`config.mk`:
```
export PLATFORM = sky130hd
export DESIGN_NAME = pll_ctrl_flat
export DESIGN_NICKNAME = d
export VERILOG_FILES = /design/src/rtl/pll_ctrl_if.sv /design/src/rtl/pll_ctrl.sv /design/src/flat_wrapper.sv
export SDC_FILE = /design/constraint.sdc
export NUM_CORES = 1
export LEC_CHECK = 0
export ABC_CLOCK_PERIOD_IN_PS = 3520
export BUFFER_PORTS_ARGS = -buffer_cell sky130_fd_sc_hd__buf_2
export CORE_UTILIZATION = 35
export DETAILED_ROUTE_END_ITERATION = 8
export HOLD_SLACK_MARGIN = 0.05
export PLACE_DENSITY_LB_ADDON = 0.08
export SETUP_SLACK_MARGIN = 0.1
export SYNTH_ARGS = -nofsm -noshare
export SYNTH_HDL_FRONTEND = slang
export SYNTH_SLANG_ARGS = --single-unit
```
`constraint.sdc`:
```
create_clock -name clk -period 3.52 [get_ports clk]
set_input_delay 1.056 -clock clk [delete_from_list [all_inputs] [get_ports clk]]
set_output_delay 1.056 -clock clk [all_outputs]
set_load 0.02 [all_outputs]
```
`src/rtl/pll_ctrl_if.sv`:
```
// Reconfiguration request/acknowledge bundle between a host and pll_ctrl.
interface pll_ctrl_if;
  logic       cfg_req;
  logic [2:0] cfg_ch;
  logic [9:0] cfg_odiv;
  logic [9:0] cfg_duty;
  logic       cfg_ack;
  logic       cfg_err;

  modport master (output cfg_req, cfg_ch, cfg_odiv, cfg_duty, input cfg_ack, cfg_err);
  modport slave  (input cfg_req, cfg_ch, cfg_odiv, cfg_duty, output cfg_ack, cfg_err);
endinterface

```
`src/rtl/pll_ctrl.sv`:
```
// PLL bring-up sequencer with lock supervision, retry/fault handling and
// glitch-free per-channel output divider reconfiguration.
module pll_ctrl #(
  parameter int unsigned PWD_CYCLES   = 16,
  parameter int unsigned RST_CYCLES   = 16,
  parameter int unsigned LOCK_TIMEOUT = 65535,
  parameter int unsigned LOCK_FILTER  = 8,
  parameter int unsigned MAX_RETRY    = 3,
  parameter int unsigned GATE_CYCLES  = 4,
  parameter logic [9:0]  INIT_ODIV    = 10'd100,
  parameter logic [9:0]  INIT_DUTY    = 10'd100
) (
  input  logic             clk,
  input  logic             rst_n,
  input  logic             start,
  input  logic             pll_lock,
  pll_ctrl_if.slave        cfg,
  output logic             pll_pwd,
  output logic             pll_rst,
  output logic             rstodiv,
  output logic [4:0]       clkout_gate,
  output logic [49:0]      dyn_odiv,
  output logic [49:0]      dyn_duty,
  output logic             ready,
  output logic             fault,
  output logic             lock_lost
);

  localparam int unsigned PR_MAX  = (PWD_CYCLES > RST_CYCLES) ? PWD_CYCLES : RST_CYCLES;
  localparam int unsigned SEQ_MAX = (PR_MAX > GATE_CYCLES) ? PR_MAX : GATE_CYCLES;
  localparam int unsigned SW = $clog2(SEQ_MAX + 1);
  localparam int unsigned TW = $clog2(LOCK_TIMEOUT + 1);
  localparam int unsigned FW = $clog2(LOCK_FILTER + 1);
  localparam int unsigned RW = $clog2(MAX_RETRY + 1);

  localparam logic [SW-1:0] PWD_LAST   = SW'(PWD_CYCLES - 1);
  localparam logic [SW-1:0] RST_LAST   = SW'(RST_CYCLES - 1);
  localparam logic [SW-1:0] GATE_LAST  = SW'(GATE_CYCLES - 1);
  localparam logic [TW-1:0] TO_LAST    = TW'(LOCK_TIMEOUT - 1);
  localparam logic [FW-1:0] FILT_LAST  = FW'(LOCK_FILTER - 1);
  localparam logic [RW-1:0] RETRY_LAST = RW'(MAX_RETRY - 1);

  typedef enum logic [3:0] {
    IDLE, PWD, RST, WAIT_LOCK, RUN, CFG_PRE, CFG_APPLY, CFG_POST, FAULT
  } state_t;

  state_t        state;
  logic          lock_meta, lock_s, low_seen, lock_drop, req_armed;
  logic [SW-1:0] seq_cnt;
  logic [TW-1:0] to_cnt;
  logic [FW-1:0] filt_cnt;
  logic [RW-1:0] retry_cnt;
  logic [2:0]    cap_ch;
  logic [9:0]    cap_odiv, cap_duty;

  // Second consecutive synchronized low while running declares loss.
  always_comb begin
    lock_drop = low_seen && !lock_s;
  end

  always_ff @(posedge clk or negedge rst_n) begin
    if (!rst_n) begin
      state       <= IDLE;
      lock_meta   <= 1'b0;
      lock_s      <= 1'b0;
      low_seen    <= 1'b0;
      req_armed   <= 1'b1;
      seq_cnt     <= '0;
      to_cnt      <= '0;
      filt_cnt    <= '0;
      retry_cnt   <= '0;
      cap_ch      <= '0;
      cap_odiv    <= '0;
      cap_duty    <= '0;
      pll_pwd     <= 1'b1;
      pll_rst     <= 1'b1;
      rstodiv     <= 1'b0;
      clkout_gate <= '1;
      dyn_odiv    <= {5{INIT_ODIV}};
      dyn_duty    <= {5{INIT_DUTY}};
      ready       <= 1'b0;
      fault       <= 1'b0;
      lock_lost   <= 1'b0;
      cfg.cfg_ack <= 1'b0;
      cfg.cfg_err <= 1'b0;
    end else begin
      lock_meta   <= pll_lock;
      lock_s      <= lock_meta;
      lock_lost   <= 1'b0;
      cfg.cfg_ack <= 1'b0;
      cfg.cfg_err <= 1'b0;
      if (!cfg.cfg_req) req_armed <= 1'b1;
      if (state inside {RUN, CFG_PRE, CFG_APPLY, CFG_POST}) low_seen <= !lock_s;
      else                                                  low_seen <= 1'b0;

      case (state)
        IDLE: if (start) begin
          state   <= PWD;
          seq_cnt <= '0;
        end

        PWD: if (seq_cnt == PWD_LAST) begin
          state   <= RST;
          seq_cnt <= '0;
          pll_pwd <= 1'b0;
        end else seq_cnt <= seq_cnt + SW'(1);

        RST: if (seq_cnt == RST_LAST) begin
          state    <= WAIT_LOCK;
          seq_cnt  <= '0;
          pll_rst  <= 1'b0;
          to_cnt   <= '0;
          filt_cnt <= '0;
        end else seq_cnt <= seq_cnt + SW'(1);

        WAIT_LOCK: begin
          if (lock_s && filt_cnt == FILT_LAST) begin
            state       <= RUN;
            clkout_gate <= '0;
            ready       <= 1'b1;
            retry_cnt   <= '0;
          end else if (to_cnt == TO_LAST) begin
            pll_pwd <= 1'b1;
            pll_rst <= 1'b1;
            seq_cnt <= '0;
            if (retry_cnt == RETRY_LAST) begin
              state     <= FAULT;
              fault     <= 1'b1;
              retry_cnt <= RW'(MAX_RETRY);
            end else begin
              state     <= PWD;
              retry_cnt <= retry_cnt + RW'(1);
            end
          end else begin
            to_cnt   <= to_cnt + TW'(1);
            filt_cnt <= lock_s ? filt_cnt + FW'(1) : '0;
          end
        end

        RUN, CFG_PRE, CFG_APPLY, CFG_POST: begin
          if (lock_drop) begin
            state       <= RST;
            seq_cnt     <= '0;
            pll_rst     <= 1'b1;
            rstodiv     <= 1'b0;
            clkout_gate <= '1;
            ready       <= 1'b0;
            lock_lost   <= 1'b1;
            low_seen    <= 1'b0;
            if (state != RUN) begin
              cfg.cfg_ack <= 1'b1;
              cfg.cfg_err <= 1'b1;
              req_armed   <= 1'b0;
            end
          end else begin
            case (state)
              RUN: if (cfg.cfg_req && req_armed) begin
                if (cfg.cfg_ch > 3'd4 || cfg.cfg_odiv == '0) begin
                  cfg.cfg_ack <= 1'b1;
                  cfg.cfg_err <= 1'b1;
                  req_armed   <= 1'b0;
                end else begin
                  state       <= CFG_PRE;
                  seq_cnt     <= '0;
                  cap_ch      <= cfg.cfg_ch;
                  cap_odiv    <= cfg.cfg_odiv;
                  cap_duty    <= cfg.cfg_duty;
                  clkout_gate <= 5'b00001 << cfg.cfg_ch;
                end
              end

              CFG_PRE: if (seq_cnt == GATE_LAST) begin
                state   <= CFG_APPLY;
                seq_cnt <= '0;
                rstodiv <= 1'b1;
                for (int unsigned n = 0; n < 5; n++) begin
                  if (cap_ch == 3'(n)) begin
                    dyn_odiv[10*n +: 10] <= cap_odiv;
                    dyn_duty[10*n +: 10] <= cap_duty;
                  end
                end
              end else seq_cnt <= seq_cnt + SW'(1);

              CFG_APPLY: if (seq_cnt == RST_LAST) begin
                state   <= CFG_POST;
                seq_cnt <= '0;
                rstodiv <= 1'b0;
              end else seq_cnt <= seq_cnt + SW'(1);

              CFG_POST: if (seq_cnt == GATE_LAST) begin
                state       <= RUN;
                clkout_gate <= '0;
                cfg.cfg_ack <= 1'b1;
                req_armed   <= 1'b0;
              end else seq_cnt <= seq_cnt + SW'(1);

              default: ;
            endcase
          end
        end

        FAULT: if (start) begin
          state     <= PWD;
          seq_cnt   <= '0;
          fault     <= 1'b0;
          retry_cnt <= '0;
        end

        default: state <= IDLE;
      endcase
    end
  end

endmodule
```
`src/flat_wrapper.sv`:
```
// flat-port wrapper written by rule: the top's interface ports become plain ports
module pll_ctrl_flat 
#(
  parameter int unsigned PWD_CYCLES   = 16,
  parameter int unsigned RST_CYCLES   = 16,
  parameter int unsigned LOCK_TIMEOUT = 65535,
  parameter int unsigned LOCK_FILTER  = 8,
  parameter int unsigned MAX_RETRY    = 3,
  parameter int unsigned GATE_CYCLES  = 4,
  parameter logic [9:0]  INIT_ODIV    = 10'd100,
  parameter logic [9:0]  INIT_DUTY    = 10'd100
)
  (clk, rst_n, start, pll_lock, pll_pwd, pll_rst, rstodiv, clkout_gate, dyn_odiv, dyn_duty, ready, fault, lock_lost, cfg_cfg_req, cfg_cfg_ch, cfg_cfg_odiv, cfg_cfg_duty, cfg_cfg_ack, cfg_cfg_err);
  pll_ctrl_if cfg_i ();
  input  logic clk;
  input  logic rst_n;
  input  logic start;
  input  logic pll_lock;
  output logic pll_pwd;
  output logic pll_rst;
  output logic rstodiv;
  output logic [4:0] clkout_gate;
  output logic [49:0] dyn_odiv;
  output logic [49:0] dyn_duty;
  output logic ready;
  output logic fault;
  output logic lock_lost;
  input wire logic [$bits(cfg_i.cfg_req)-1:0] cfg_cfg_req;
  input wire logic [$bits(cfg_i.cfg_ch)-1:0] cfg_cfg_ch;
  input wire logic [$bits(cfg_i.cfg_odiv)-1:0] cfg_cfg_odiv;
  input wire logic [$bits(cfg_i.cfg_duty)-1:0] cfg_cfg_duty;
  output wire logic [$bits(cfg_i.cfg_ack)-1:0] cfg_cfg_ack;
  output wire logic [$bits(cfg_i.cfg_err)-1:0] cfg_cfg_err;
  assign cfg_i.cfg_req = cfg_cfg_req;
  assign cfg_i.cfg_ch = cfg_cfg_ch;
  assign cfg_i.cfg_odiv = cfg_cfg_odiv;
  assign cfg_i.cfg_duty = cfg_cfg_duty;
  assign cfg_cfg_ack = cfg_i.cfg_ack;
  assign cfg_cfg_err = cfg_i.cfg_err;
  pll_ctrl #(.PWD_CYCLES(PWD_CYCLES), .RST_CYCLES(RST_CYCLES), .LOCK_TIMEOUT(LOCK_TIMEOUT), .LOCK_FILTER(LOCK_FILTER), .MAX_RETRY(MAX_RETRY), .GATE_CYCLES(GATE_CYCLES), .INIT_ODIV(INIT_ODIV), .INIT_DUTY(INIT_DUTY)) u_core (.clk(clk), .rst_n(rst_n), .start(start), .pll_lock(pll_lock), .cfg(cfg_i), .pll_pwd(pll_pwd), .pll_rst(pll_rst), .rstodiv(rstodiv), .clkout_gate(clkout_gate), .dyn_odiv(dyn_odiv), .dyn_duty(dyn_duty), .ready(ready), .fault(fault), .lock_lost(lock_lost));
endmodule
```
==> flow_metrics.tcl, run 1 <==
set metrics [dict create \
    grt_max_degree 172 \
    clkLatencyLatePin_ps 420 \
    yosysWarnings 0 \
    n_fill_cell 2036 \
    ant_nets 0 \
    dieArea_sq_mm 0.0219 \
    crit_path_max_incr_delay_ps 590 \
    p_leak_nw 4.69 \
    clockBufferDepth 2 \
    setup_viol 0 \
    remaining_drc_errors 0 \
    first_pass_iters 4 \
    crit_family "compound AO/OA/AOI/OAI gates" \
    grt_pass1_wl_um 28500 \
    port_buffers 140 \
    critPathSlowestCell "or4_1" \
    dp_hpwl_um 12200 \
    ys.flop_type "dfrtp_1" \
    htreeDepth 4 \
    finalCriticalPeriod_ps 2860 \
    pwr-share-comb_pct 15.4 \
    switching_power_mw 1.48 \
    hold_path.class "flip-flop to flip-flop" \
    synth_edf_count 0 \
    via_count 4956 \
    yosysMostFrequentCell "dfrtp_1" \
    r2r_start "u_core.state[3]$_DFFE_PN0P_" \
    start_kind "input port" \
    timing_hold_violations_final 0 \
    rows 53 \
    hold_buffers 0 \
    post_cts_buffers 0 \
    synth_cell_type_count 58 \
    grt_use_total_pct 17.0 \
    p_int_mw 3.30 \
    finalCritPeriodShare_pct 81.3 \
    netlist.area_leader.share_pct 44.6 \
    pwr-share-seq_pct 46.1 \
    ir_drop_v 0.000294 \
    antenna_found_initial 0 \
    fmax_mhz 350 \
    ctsResizeCount 0 \
    syn_avg_cell_area_sq_um 13.2 \
    criticalPathCategory "input port to flip-flop" \
    tns_ps 0 \
    powerDensity_mw_per_mm2 526 \
    relSlewSlack_pct 28.8 \
    status "finished, final reports clean" \
    cp_num_buf_inv 1 \
    clock_skew_ps 9.47 \
    crit_start "cfg_cfg_odiv[7]" \
    synth_top_cell_by_area "dfrtp_1" \
    drive_gt1_share_pct 42.5 \
    via_per_inst 4.96 \
    tritoncts "built" \
    synthesis.nets 599 \
    rrSetupSlack_ps 770 \
    rsz0062_at_grt "false" \
    drv_slew 0 \
    cts.sinks 171 \
    areaGrowthSynthToFinish_pct 21.7 \
    wl_per_cell_um 17.7 \
    min-delay-start "u_core.lock_meta$_DFF_PN0_" \
    synth_commonest_cells "133 x dfrtp_1, 51 x mux2_1, 40 x mux2_4" \
    ys_seq_elements 171 \
    routed_wl_um 17700 \
    synth_area_leaders "dfrtp_1 45%, dfstp_2 13%, mux2_4 8.1%" \
    io_pins 141 \
    initial_core_util_pct 35.6 \
    ys_seq_area_share_pct 58.0 \
    cp_max_fo 4 \
    pwr-share-clk_pct 38.5 \
    grt_pass1_vias 5058 \
    cp-end-kind "flip-flop" \
    diodes 0 \
    cts-root-buf "clkbuf_16" \
    die_x_um 148 \
    drtIter0Drc 240 \
    syn_inst 564 \
    clk_pin_slew_ps 70 \
    die_h_um 148 \
    syn_area_sq_mm 0.00746 \
    worstPathArrival_ps 3170 \
    routabilityCongestion 0.821 \
    nNetsFinal 747 \
    gr-total-overflow 0 \
    core_area_sq_mm 0.0210 \
    regArea_sq_mm 0.00433 \
    worstMarginPinSlew_ps 1060 \
    async_reset_ff_share_pct 100 \
    finalPower_mw 4.78 \
    cts_buffers 17 \
    p_sw_share_pct 30.9 \
    place_area_sq_mm 0.00850 \
    multi_input_area_sq_mm 0.00295 \
    design_area_sq_mm 0.00908 \
    cp.required_ps 3830 \
    crit_chain "buf_2, or4_1, o41ai_2, o211ai_1, nand4_1, mux2_2" \
    drv_cap 0 \
]
[final cells by class]
cell class | instances | area share (%)
Multi-Input combinational cell | 356 | 32.5
Clock inverter | 14 | 1.58
Inverter | 13 | 0.537
Sequential cell | 171 | 47.7
Clock buffer | 18 | 4.84
Tap cell | 275 | 3.79
Timing Repair Buffer | 153 | 9.14
[worst paths after layout]
check	cells after the start	end
worst max-delay path	6	u_core.state[0]$_DFFE_PN0P_
worst min-delay path	0	u_core.lock_s$_DFF_PN0_
worst max register to register	6	u_core.dyn_odiv[1]$_DFFE_PN0P_
worst min register to register	0	u_core.lock_s$_DFF_PN0_
max in group asynchronous	2	u_core.retry_cnt[1]$_DFFE_PN0P_
min in group asynchronous	2	u_core.dyn_duty[31]$_DFFE_PN0P_
[worst reg2reg max path, cell delays in order (launching register included)]
cell     delay, ps
dfrtp_1        460
nor2b_1        380
nand2_1        260
or4_4          650
nor3_4         130
buf_4          380
mux2_1         370
[flip-flops by register name (all words and copies together) (netlist names), 2 cells and up]
signal	flops
u_core.cap_odiv	10
u_core.dyn_odiv	50
u_core.state	4
u_core.cap_ch	3
u_core.cap_duty	10
u_core.seq_cnt	5
u_core.filt_cnt	4
u_core.clkout_gate	5
u_core.retry_cnt	2
u_core.to_cnt	16
u_core.dyn_duty	50
[metrics by stage]
step           util [%]  hold WS, ps  setup slack (ps)  cells
2_1_floorplan         -          331               567    564
3_3_place_gp       40.5          340               231    968
3_5_place_dp       40.5          347               215    968
4_1_cts            43.3          363               665   1000
5_1_grt            43.3          370               495   1000
6_report           43.3          358               659   1000
[layout by cell type (no fill, tap or decap), drive strengths merged, types with 2 or more instances in the layout]
cell      n
nor2     34
xnor2     5
a21o      4
mux2    124
clkbuf   18
ha        7
buf     153
nor3b     2
nand4    10
nand3    20
nor2b     3
or3       3
nor4      3
nor3      6
a31oi     5
dfstp    38
or4       5
a21oi    19
a211oi    2
a21boi    2
dfrtp   133
o31ai     4
and3      6
nand2    31
o21ai    29
inv      22
nand2b    4
xor2      8
clkinv    4
[power by group through the flow]
stage	combinational [mW]	sequential, mW	clock (mW)
6_report	0.734	2.20	1.84
5_1_grt	0.843	2.22	1.98
4_1_cts	0.737	2.20	1.90
3_5_place_dp	0.736	2.24	0
3_3_place_gp	0.726	2.23	0
2_1_floorplan	0.542	2.18	0
[cells by family (layout without fill, tap and decap cells)]
group / after synthesis / after routing / share of synthesized area [%]
DFF: 171 / 171 / 58.0
adders and majority gates: 7 / 7 / 1.17
AOI/OAI and AO/OA: 77 / 77 / 6.32
muxes: 124 / 124 / 20.7
xor gates and xnor gates: 13 / 13 / 1.53
and+or+nand+nor: 135 / 135 / 9.60
buffers and inverters: 37 / 198 / 2.63
[per-layer routing]
metal / up-vias / GRT usage (%) / wire [um]
li1: 2306 / - / -
met1: 2518 / 23.1 / 8420
met2: 118 / 26.9 / 8480
met3: 14 / 3.83 / 663
met4: 0 / 5.05 / 157
met5: - / 0 / 0
No activity file was read; power rests on OpenSTA's default activity.
==> run 2: changes to the inputs <==
Settings changed: ABC_CLOCK_PERIOD_IN_PS 3520 to 2820.
Clock period 3.52 ns to 2.82 ns, I/O delays scaled along.
==> run 2 against run 1 <==
Effect of this change:
- first-iteration DRC count is 13% higher
- via count is 1.6% higher
- critical path depth stayed put
- worst hold slack worse by 29 ps
- total power is 26% higher
- wire length is 0.70% lower
==> flow_metrics.tcl, run 2 (synthesis gave the netlist of run 1 again) <==
set metrics [dict create \
    dp_hpwl_um 12500 \
    finalCriticalPeriod_ps 2630 \
    die_h_um 148 \
    crit_start "u_core.seq_cnt[0]$_DFFE_PN0P_" \
    finalCritPeriodShare_pct 93.2 \
    pwr-share-seq_pct 45.2 \
    ant_nets 0 \
    antenna_found_initial 1 \
    clock_skew_ps 9.11 \
    p_int_mw 4.17 \
    nNetsFinal 762 \
    top_regs "u_core.dyn_duty (50), u_core.dyn_odiv (50), u_core.to_cnt (16)" \
    clockBufferDepth 2 \
    p_sw_share_pct 30.7 \
    ir_drop_v 0.000431 \
    cts_buffers 17 \
    htreeDepth 4 \
    switching_power_mw 1.85 \
    p_leak_nw 4.76 \
    tritoncts "built" \
    pwr-share-clk_pct 37.7 \
    areaGrowthSynthToFinish_pct 24.2 \
    remaining_drc_errors 0 \
    first_pass_iters 4 \
    wl_per_cell_um 17.3 \
    cts.sinks 171 \
    io_pins 141 \
    setup_slack_ps 193 \
    routabilityCongestion 0.837 \
    n_fill_cell 1995 \
    final_common_cell "buf_2" \
    core_area_sq_mm 0.0210 \
    gr-total-overflow 0 \
    clkLatencyLatePin_ps 420 \
    cp.required_ps 3120 \
    port_buffers 140 \
    dieArea_sq_mm 0.0219 \
    worstPathArrival_ps 2930 \
    place_area_sq_mm 0.00867 \
    routed_wl_um 17600 \
    timing_hold_violations_final 0 \
    final_core_util_pct 44.2 \
    cp_max_fo 20 \
    die_x_um 148 \
    grt_pass1_vias 5164 \
    drv_slew 0 \
    criticalPathCategory "flip-flop to flip-flop" \
    r2r_start "u_core.seq_cnt[0]$_DFFE_PN0P_" \
    worstMarginPinSlew_ps 557 \
    dpl_worst_slack_ps -162 \
    via_per_inst 4.96 \
    holdWs_ps 329 \
    start_kind "flip-flop" \
    rows 53 \
    drtIter0Drc 271 \
    powerDensity_mw_per_mm2 650 \
    grt_max_degree 56 \
    design_area_sq_mm 0.00926 \
    clk_pin_slew_ps 70 \
    relSlewSlack_pct 62.7 \
    status "finished, final reports clean" \
    via_count 5035 \
    pwr-share-comb_pct 17.1 \
    rsz0062_at_grt "true" \
    finalPower_mw 6.02 \
    final_cell_mix "139 x buf_2, 133 x dfrtp_1, 51 x mux2_1, 40 x mux2_4, 38 x dfstp_2" \
    grt_pass1_wl_um 28400 \
    setup_viol 0 \
    grt_use_total_pct 16.7 \
    drv_cap 0 \
    drive_gt1_share_pct 44.1 \
    fmax_mhz 381 \
    cp-end-kind "flip-flop" \
    cts-root-buf "clkbuf_16" \
    hold_path.class "input port to asynchronous set/reset pin" \
    initial_core_util_pct 35.6 \
]
## run 2: critical path: stages, from the launching register on
cell,delay (ps)
dfrtp_1,390
ha_2,230
or4b_4,500
or4_4,570
nor3b_4,250
buf_12,240
mux2_4,320
## run 2: repair_timing
item / CTS / global route
buffers inserted: 0 / 0
endpoints found under the setup margin: 0 / 30
hold buffers: 0 / 0
resized for setup: 0 / 3
## run 2: worst paths after layout
| path | endpoint | slack (ps) | cells past startpoint |
|---|---|---|---|
| min reg2reg | u_core.lock_s$_DFF_PN0_ | 360 | 0 |
| max reg2reg | u_core.dyn_duty[17]$_DFFE_PN0P_ | 190 | 6 |
| max in group asynchronous | u_core.pll_rst$_DFFE_PN1P_ | 1770 | 2 |
| min in group clk | u_core.lock_s$_DFF_PN0_ | 360 | 0 |
| max | u_core.dyn_duty[17]$_DFFE_PN0P_ | 190 | 6 |
| min | u_core.cap_duty[2]$_DFFE_PN0P_ | 330 | 1 |
## run 2: through the flow
stage | cells | setup TNS (ps)
after floorplan | 564 | 0
after global placement | 983 | -3560
after detailed placement | 983 | -3970
after CTS | 1015 | 0
after global routing | 1016 | 0
final | 1016 | 0
## run 2: layout make-up
| class | instances | area [sq um] | area share (%) |
|---|---|---|---|
| Antenna cell | 1 | 2.50 | 0.0270 |
| Clock buffer | 17 | 425 | 4.59 |
| Clock inverter | 15 | 153 | 1.65 |
| Inverter | 13 | 48.8 | 0.527 |
| Multi-Input combinational cell | 356 | 2960 | 31.9 |
| Sequential cell | 171 | 4330 | 46.7 |
| Tap cell | 275 | 344 | 3.72 |
| Timing Repair Buffer | 168 | 1000 | 10.8 |
## run 2: power by group through the flow
| stage | logic [mW] | registers (mW) | clock network [mW] |
|---|---|---|---|
| after floorplan | 0.677 | 2.72 | 0 |
| after global placement | 1.01 | 2.76 | 0 |
| after detailed placement | 1.03 | 2.77 | 0 |
| after CTS | 1.03 | 2.72 | 2.35 |
| after global routing | 1.17 | 2.75 | 2.45 |
| final | 1.03 | 2.72 | 2.27 |
## run 2: routing by layer
layer | wire length, um | vias to the layer above | GRT usage [%]
li1 | - | 2336 | -
met4 | 195 | 0 | 5.57
met2 | 8660 | 109 | 27.9
met5 | 0 | - | 0
met3 | 674 | 14 | 3.02
met1 | 8070 | 2576 | 21.9
==> run 3: changes to the inputs <==
Settings changed: REMOVE_ABC_BUFFERS from default to 1.
==> run 3 against run 2 <==
Effect of this change:
- setup slack gained 15 ps
- total power increased by 0.89%
- die area stayed put
- global-route usage increased by 0.57 points
- clock skew up 8.7 ps
- design area up 0.43%
- wire length rose by 3.7%
- critical endpoint is now u_core.dyn_duty[24]$_DFFE_PN0P_
- largest power group unchanged
==> flow_metrics.tcl, run 3 (synthesis gave the netlist of run 1 again) <==
set metrics [dict create \
    top_regs "u_core.dyn_duty (50), u_core.dyn_odiv (50), u_core.to_cnt (16)" \
    antenna_found_initial 0 \
    clk_pin_slew_ps 70 \
    grt_pass1_wl_um 29100 \
    use_met1_pct 23.5 \
    diodes 0 \
    core_area_sq_mm 0.0210 \
    final_cells 1018 \
    status "finished, final reports clean" \
    grt_max_degree 56 \
    powerDensity_mw_per_mm2 653 \
    worstPathArrival_ps 2920 \
    port_buffers 140 \
    hold_path.class "flip-flop to flip-flop" \
    drtIter0Drc 208 \
    use_met2_pct 28.0 \
    tritoncts "built" \
    areaGrowthSynthToFinish_pct 24.7 \
    grt_use_total_pct 17.3 \
    finalCritPeriodShare_pct 92.6 \
    setup_slack_ps 208 \
    cp-end-kind "flip-flop" \
    start_kind "flip-flop" \
    first_pass_iters 4 \
    fmax_mhz 383 \
    nNetsFinal 765 \
    final_common_cell "buf_2" \
    critPathSlowestCell "or4_4" \
    criticalPathCategory "flip-flop to flip-flop" \
    grt_pass1_vias 5166 \
    ant_nets 0 \
    relSlewSlack_pct 64.8 \
    via_per_inst 4.98 \
    dp_hpwl_um 12600 \
    numPlacedInstances 983 \
    holdWs_ps 360 \
    setup_viol 0 \
    cts-root-buf "clkbuf_16" \
    tns_ps 0 \
    wl_per_cell_um 17.9 \
    clockBufferDepth 2 \
    clock_skew_ps 17.8 \
    timing_hold_violations_final 0 \
    io_pins 141 \
    gr-total-overflow 0 \
    routabilityCongestion 0.875 \
    initial_core_util_pct 35.6 \
    p_leak_nw 4.80 \
    cp_max_fo 8 \
    crit_chain "ha_2, or4b_4, or4_4, nor3b_4, buf_4, clkbuf_16, mux2_1" \
    die_x_um 148 \
    remaining_drc_errors 0 \
    drv_cap 0 \
    cts_buffers 17 \
    dieArea_sq_mm 0.0219 \
    drive_gt1_share_pct 44.1 \
    finalCriticalPeriod_ps 2610 \
    drv_slew 0 \
    clkLatencyLatePin_ps 430 \
    cp.required_ps 3130 \
    rows 53 \
    crit_path_max_incr_delay_ps 500 \
    rsz0062_at_grt "true" \
    die_h_um 148 \
    grt_util_met3_pct 2.90 \
    final_cell_mix "139 x buf_2, 133 x dfrtp_1, 51 x mux2_1, 40 x mux2_4, 38 x dfstp_2" \
    worstMarginPinSlew_ps 527 \
    routed_wl_um 18300 \
    busiest_layer "met2" \
    htreeDepth 4 \
    ir_drop_v 0.000414 \
    via_count 5072 \
    hold_buffers 0 \
    cts.sinks 171 \
    dpl_worst_slack_ps -121 \
]
-- run 3: changes by cell type in the layout (fill, tap and decap cells not counted), sizes merged --
cell	before	now
buf	168	170
clkbuf	17	19
clkinvlp	3	1
diode	1	0
inv	21	22
-- run 3: stage by stage --
stage	total power [mW]	utilization (%)	area (sq um)
after floorplan	3.37	-	7310
after global placement	3.75	41.4	8670
after detailed placement	3.78	41.4	8670
after CTS	6.13	44.2	9260
after global routing	6.39	44.4	9300
final	6.08	44.4	9300
-- run 3: repair_timing --
action                                  4_1_cts  5_1_grt
gates resized for setup                       0        3
setup buffers                                 0        2
endpoints found under the setup margin        0       34
-- run 3: critical path, delay by kind of cell, from the launching register on --
family                     cells  cell delay [ps]
adders and majority gates      1              230
and+or+nand+nor                3             1210
muxes                          1              320
DFF                            1              400
buffers and inverters          2              320
-- run 3: routing by layer --
| layer | up-vias | part of all wire, % |
|---|---|---|
| li1 | 2355 | - |
| met1 | 2571 | 47 |
| met2 | 123 | 47 |
| met3 | 23 | 3.7 |
| met4 | 0 | 1.6 |
| met5 | - | 0 |
-- run 3: cell type report --
class / count / area (sq um)
Tap cell: 275 / 344
Multi-Input combinational cell: 356 / 2950
Timing Repair Buffer: 171 / 1040
Clock inverter: 14 / 144
Clock buffer: 18 / 439
Sequential cell: 171 / 4330
Fill cell: 1985 / 11700
Inverter: 13 / 48.8
-- run 3: path summary, 6_finish.rpt --
path	startpoint	end	slack (ps)	cells past startpoint
worst max-delay path	u_core.seq_cnt[0]$_DFFE_PN0P_	u_core.dyn_duty[24]$_DFFE_PN0P_	210	7
worst min-delay path	u_core.lock_meta$_DFF_PN0_	u_core.lock_s$_DFF_PN0_	360	0
worst max register to register	u_core.seq_cnt[0]$_DFFE_PN0P_	u_core.dyn_duty[24]$_DFFE_PN0P_	210	7
worst min register to register	u_core.lock_meta$_DFF_PN0_	u_core.lock_s$_DFF_PN0_	360	0
max in group asynchronous	rst_n	u_core.req_armed$_DFF_PN1_	1660	2
min in group asynchronous	rst_n	u_core.dyn_duty[30]$_DFFE_PN0P_	370	1
-- run 3: report_power, final --
part,total [mW],internal (mW),switching (mW)
clock network,2.33,1.21,1.12
logic,1.02,0.391,0.629
registers,2.73,2.58,0.149
